**src/rtl/drain_sequencer.sv**
```systemverilog
// Drain sequencer: walks the 7 anti-diagonals of the 4x4 result dispatcher and tags each beat for writeback.
// Optional macro DRAIN_BACKPRESSURE_EN honors wb_ready; without it wb_ready is ignored (always treated as 1).
module drain_sequencer (
  input  logic       clk,
  input  logic       rst,
  input  logic       start,
  input  logic       accumulate,
  input  logic       wb_ready,
  output logic [5:0] count,
  output logic       add_en,
  output logic       busy,
  output logic       wb_valid,
  output logic [3:0] wb_mask,
  output logic [2:0] wb_diag,
  output logic       wb_last,
  output logic       done
);

  typedef enum logic [1:0] {IDLE, RUN, FLUSH, DONE} state_t;

  state_t      state_q, state_d;
  logic [5:0]  count_q, count_d;
  logic        add_en_q, add_en_d;
  logic        wb_valid_q, wb_valid_d;
  logic [3:0]  wb_mask_q, wb_mask_d;
  logic [2:0]  wb_diag_q, wb_diag_d;
  logic        wb_last_q, wb_last_d;
  logic        ready;
  logic        adv;

`ifdef DRAIN_BACKPRESSURE_EN
  assign ready = wb_ready;
`else
  logic unused_wb_ready;
  assign unused_wb_ready = wb_ready;
  assign ready = 1'b1;
`endif

  // A stalled beat keeps count frozen so the dispatcher re-registers identical data.
  assign adv = !wb_valid_q || ready;

  function automatic logic [3:0] diag_mask(input logic [2:0] k);
    case (k)
      3'd1, 3'd7: diag_mask = 4'b0001;
      3'd2, 3'd6: diag_mask = 4'b0011;
      3'd3, 3'd5: diag_mask = 4'b0111;
      3'd4:       diag_mask = 4'b1111;
      default:    diag_mask = 4'b0000;
    endcase
  endfunction

  always_comb begin
    state_d    = state_q;
    count_d    = count_q;
    add_en_d   = add_en_q;
    wb_valid_d = wb_valid_q;
    wb_mask_d  = wb_mask_q;
    wb_diag_d  = wb_diag_q;
    wb_last_d  = wb_last_q;
    case (state_q)
      IDLE: begin
        if (start) begin
          add_en_d = accumulate;
          count_d  = 6'd1;
          state_d  = RUN;
        end
      end
      RUN: begin
        if (adv) begin
          wb_valid_d = (count_q != 6'd0);
          wb_diag_d  = count_q[2:0];
          wb_mask_d  = diag_mask(count_q[2:0]);
          wb_last_d  = (count_q == 6'd7);
          if (count_q == 6'd7) begin
            count_d = 6'd0;
            state_d = FLUSH;
          end else begin
            count_d = count_q + 6'd1;
          end
        end
      end
      FLUSH: begin
        if (wb_valid_q && ready && wb_last_q) begin
          wb_valid_d = 1'b0;
          wb_mask_d  = 4'b0000;
          wb_diag_d  = 3'd0;
          wb_last_d  = 1'b0;
          state_d    = DONE;
        end
      end
      DONE: begin
        add_en_d = 1'b0;
        state_d  = IDLE;
      end
      default: state_d = IDLE;
    endcase
  end

  always_ff @(posedge clk or posedge rst) begin
    if (rst) begin
      state_q    <= IDLE;
      count_q    <= 6'd0;
      add_en_q   <= 1'b0;
      wb_valid_q <= 1'b0;
      wb_mask_q  <= 4'b0000;
      wb_diag_q  <= 3'd0;
      wb_last_q  <= 1'b0;
    end else begin
      state_q    <= state_d;
      count_q    <= count_d;
      add_en_q   <= add_en_d;
      wb_valid_q <= wb_valid_d;
      wb_mask_q  <= wb_mask_d;
      wb_diag_q  <= wb_diag_d;
      wb_last_q  <= wb_last_d;
    end
  end

  assign count    = count_q;
  assign add_en   = add_en_q;
  assign busy     = (state_q == RUN) || (state_q == FLUSH);
  assign done     = (state_q == DONE);
  assign wb_valid = wb_valid_q;
  assign wb_mask  = wb_mask_q;
  assign wb_diag  = wb_diag_q;
  assign wb_last  = wb_last_q;

endmodule

```
**config.mk**
```make
export PLATFORM = sky130hd
export DESIGN_NAME = drain_sequencer
export DESIGN_NICKNAME = d
export VERILOG_FILES = /design/src/rtl/drain_sequencer.sv
export SDC_FILE = /design/constraint.sdc
export NUM_CORES = 1
export LEC_CHECK = 0
export ABC_CLOCK_PERIOD_IN_PS = 2900
export CORE_ASPECT_RATIO = 1.5
export CORE_MARGIN = 5
export CORE_UTILIZATION = 52
export CTS_CLUSTER_DIAMETER = 80
export DETAILED_ROUTE_END_ITERATION = 8
export PLACE_DENSITY = 0.9
export SLEW_MARGIN = 40
export SYNTH_ARGS = -nofsm -noshare
export SYNTH_HDL_FRONTEND = slang
export SYNTH_SLANG_ARGS = --single-unit
export TNS_END_PERCENT = 5
```
**constraint.sdc**
```tcl
create_clock -name clk -period 2.9 [get_ports clk]
set_input_delay 0.58 -clock clk [delete_from_list [all_inputs] [get_ports clk]]
set_output_delay 0.58 -clock clk [all_outputs]
set_load 0.01 [all_outputs]
```
# Yosys cells after proc, flatten, opt, wreduce, memory -nomap -nowiden
# Index checks and enable logic that the tools add are counted.
# op_classes
addsub,1
n_eq_ne,14
mux,17
n_reduce_logical,14
# op_table
cell,count
4-bit one-hot mux with 4 select lines,1
3-bit equality test (second input constant),4
6-bit 2-to-1 mux,2
6-bit one-hot mux with 2 select lines,1
2-bit one-hot mux with 4 select lines,1
4-bit one-hot mux with 2 select lines,1
6-bit by 1-bit adder with 6-bit output (second input constant),1
3-bit by 2-bit equality test with 1-bit output (second input constant),2
6-bit by 3-bit equality test with 1-bit output (second input constant),1
2-bit 2-to-1 mux,3
2-bit inequality test (second input constant),3
1-bit one-hot mux with 2 select lines,3
3-bit one-hot mux with 2 select lines,1
2-bit AND reduction,3
2-bit nonzero test,3
6-bit nonzero test,1
2-bit OR reduction,3
2-bit equality test (second input constant),2
4-bit 2-to-1 mux,1
3-bit by 1-bit equality test with 1-bit output (second input constant),1
3-bit 2-to-1 mux,1
3-bit AND reduction,1
2-bit by 1-bit equality test with 1-bit output (second input constant),1
2-bit zero test,1
other kinds (3),4
# totals
ff_bits,18
inputBits,5
output_inout_bits,18
word_cells,53

# Depth between registers and ports, before layout
# depth
depth_word,4
depth_mapped,7
ltp_nobuf,6

# Least setup slack after synthesis
# OpenSTA, ideal clock, no wires.
# synth_path
kind,register to register
startpoint,"register count_q[0], in the netlist count[0]"
endpoint,register state_q[1]
t_arrival_ps,1482
required_ps,2775
setup_slack_ps,1293
stages_incl_launch_ff,5
path_buffers,0
synth_period_minus_slack_ps,1607
cell_sequence,dfrtp_1 -> ha_1 -> nand3_2 -> a221o_1 -> mux2_4
# synth_via
elab_chain_cells,3
# synth_rtl
item,line_no,rtl
from (decl),22,"logic [5:0] count_q, count_d;"
from (signal assigned),110,count_q <= count_d;
6-bit by 3-bit equality test with 1-bit output,74,if (count_q == 6'd7) begin
2-bit inequality test (no source line),n/a,
3-bit AND reduction (no source line),n/a,
to (signal assigned),109,state_q <= state_d;
to (decl),21,"state_t state_q, state_d;"
# Every way passes these cells.
# A chain may end at the register's enable or synchronous reset.

# Worst setup path after layout
# layout_path
startpoint,register state_q[1]
endpoint,output port busy
# layout_via
elab_chain_cells,2
# layout_rtl
item,line_no,rtl
2-bit by 1-bit equality test with 1-bit output / 2-bit equality test (equally long branches),121,assign busy = (state_q == RUN) || (state_q == FLUSH);
1-bit logical OR *,121,
to (decl),11,"output logic busy,"
# Every way passes the cells marked *; elsewhere a longest branch is shown, timed or not.

==> flow_summary_export.csv <==
group,metric,value,unit
floorplan,ioPinCount,23,
sta,hold_viol,0,
sta,setup_viol,0,
global_routing,grt_pass1_wl,3808,µm
pwr,power.density,1094,nW/µm²
synthesis,synth.distinct_cells,31,
pwr,clkPwrFrac,9.0,%
layout,regArea,450.4,µm²
cts,clockRootBuffer,"clkbuf_4",
floorplan,core_area,1854,µm²
layout,nFillCells,158,
critical_path,path_cells,"inv_1 > ha_1 > clkdlybuf4s50_1",
critical_path,crit_required,2.32,ns
layout,final_nets,141,
layout,fin_area,1266,µm²
place,dp_slack,0.8012,ns
drt,antenna_violating_nets_post_route,0,
critical_path,arrival,1.62,ns
layout,num_antenna_cells,0,
synthesis,synth.net_count,119,
synthesis,ys.flop_type,"dfrtp_1",
synthesis,synth_top_area_share,44.06,%
critical_path,cpLargestDelayFamily,"buffers and inverters",
synthesis,postSynthAreaPerCell,9.829,µm²
place,dp_hpwl,1623,µm
run_status,status,"completed",
synthesis,ys_seq_area_share,44.06,%
sta,tns,0,ns
critical_path,start_kind,"flip-flop",
drt,routed_wl,2189,µm
cts,cts_hold_buf,0,
drt,dr.pass1.iters,6,
place,io_buffers,21,
synthesis,ys_ff_latch,18,
synthesis,ys_warn_count,0,
cts,path_clk_slew,0.10,ns
drt,routedWlPerCell,15.10,µm
critical_path,crit_type,"reg -> out",
sta,slew_headroom,54.39,%
cts,cts-resized-gates,0,
critical_path,worstSetupEndpointType,"output port",
job,drv_cap,0,
cts,htreeDepth,1,
global_routing,grt_pass1_vias,871,
global_routing,antenna_found_initial,0,
global_routing,grt_start_max_net_pins,19,
floorplan,die_w,46.20,µm
pwr,internal_power,0.7897,mW
place,post_dp_cell_area,1240,µm²
cts,clockBufferDepth,2,
pwr,ir_drop,0.0006644,V
layout,drive_gt1_share,6.452,%
pwr,power,1.386,mW
floorplan,die_y,64.30,µm
critical_path,slowest_delay,0.53,ns
synthesis,synth_area_leaders,"dfrtp_1, ha_1, nand2_1",
sta,worst_slew_pin_slew,0.6835,ns
layout,syn_to_final_growth,23.87,%
sta,drv_slew,0,
critical_path,cp_max_fo,4,
pwr,power_frac_comb,58.0,%
sta,fmax,455.5,MHz
pwr,swShare,43.01,%
layout,layoutNonFillerInstCount,145,
sta,fin_crit,2.195,ns
drt,drcViolationCount,0,
cts,postCtsSetupBuffers,0,
cts,clock_latency,0.29,ns
global_routing,grtUsageTotal,17.33,%
floorplan,initial_core_util,55.13,%
place,gp_congestion,0.8047,
drt,drt_iter0_markers,15,
floorplan,rows,19,
sta,layout_setup_ws,0.7046,ns
drt,viasPerCell,5.862,
synthesis,synth_edf_count,0,
place,dp_cells,142,
pwr,netSwitchingPower,0.5959,mW
sta,period_share,75.70,%
cts,cts_buffers,3,
synthesis,synth_common_cells,"dfrtp_1, nand2_1, ha_1",
cts,numClockSinks,18,
synthesis,synthArstFlopShare,100.0,%
synthesis,synth_area,1022,µm²
critical_path,crit_buf_inv,2,
pwr,leakage,0.5684,nW
drt,via_count,850,
global_routing,grt.overflow.total,0,
cts,cts_tree,"done",
critical_path,cp_slowest_cell,"clkdlybuf4s50_1",
synthesis,syn_inst,104,
sta,finalClockSkew,0.004894,ns
floorplan,dieArea,2971,µm²
pwr,p_seq_share,33.0,%
min_path,min_path_type,"reg -> reg",
layout,multi_input_area,526.8,µm²
sta,rsz0062_at_grt,"no",
synthesis,yosysTopAreaCell,"dfrtp_1",
## worst min-delay path, cell delays in order (launching register included)
cell     delay (ns)
dfrtp_1        0.36
nand2_1        0.05
nand2_1        0.04
## flip-flops by register name (all words and copies together) (netlist names)
signal and count:
wb_mask 4, wb_last 1, state_q 2, add_en 1, wb_valid 1, wb_diag 3, count 6
## placed cells by master (no fill, tap or decap), types with 2 or more instances in the layout
cell             count
nor3_1               2
nor2b_1              2
nand2_1             18
clkbuf_4             3
ha_1                10
o21ai_0              4
dfrtp_1             18
nand4b_1             2
o31ai_1              5
a21oi_1              2
nand3_1              7
inv_1                8
a22o_1               2
nor2_1               3
clkdlybuf4s50_1     21
## cells by family (layout without fill, tap and decap cells)
kind of cell / Yosys count / count (layout) / share of synthesized area, %
AO/OA/AOI/OAI: 23 / 23 / 16.04
adder cells (fa/ha/maj): 10 / 10 / 12.24
flip-flops: 18 / 18 / 44.06
buffers and inverters: 12 / 32 / 5.385
AND/OR/NAND/NOR: 38 / 38 / 18.85
multiplexers: 3 / 3 / 3.427
## path summary, 6_finish.rpt
path                       startpoint          to  slack, ns  cells past startpoint
max                        state_q[1]        busy       0.70                      3
min                            add_en      add_en       0.47                      2
min in group asynchronous         rst      add_en       0.67                      2
min reg2reg                    add_en      add_en       0.47                      2
max in group asynchronous         rst  wb_mask[1]       1.79                      2
max reg2reg                state_q[1]  wb_mask[2]       0.90                      5
## layout make-up
cell class | count | share of cell area (%)
Clock buffer | 3 | 1.779
Tap cell | 21 | 2.075
Sequential cell | 18 | 35.57
Inverter | 8 | 2.372
Multi-Input combinational cell | 74 | 41.60
Timing Repair Buffer | 21 | 16.60
## per-layer routing
| metal | GRT usage, % | part of all wire (%) | wire length (µm) |
|---|---|---|---|
| met4 | 8.541 | 2.2 | 49 |
| met5 | 0 | 0 | 0 |
| met1 | 18.49 | 40 | 883 |
| met2 | 30.86 | 54 | 1179 |
| met3 | 2.809 | 3.5 | 76 |
## power groups by stage
stage | Sequential (mW) | Clock [mW] | Combinational, mW
final | 0.457 | 0.125 | 0.804
after CTS | 0.457 | 0.125 | 0.804
after global placement | 0.454 | 0 | 0.758
after floorplan | 0.471 | 0 | 0.480
after detailed placement | 0.463 | 0 | 0.796
after global routing | 0.474 | 0.142 | 0.881
## through the flow
stage	hold WS (ns)	util, %
6_report	0.4735	68.29
4_1_cts	0.4787	68.08
3_3_place_gp	0.4512	66.53
5_1_grt	0.5169	68.29
2_1_floorplan	0.5011	-
3_5_place_dp	0.4548	66.87
Power figures use the tool's default switching activity.
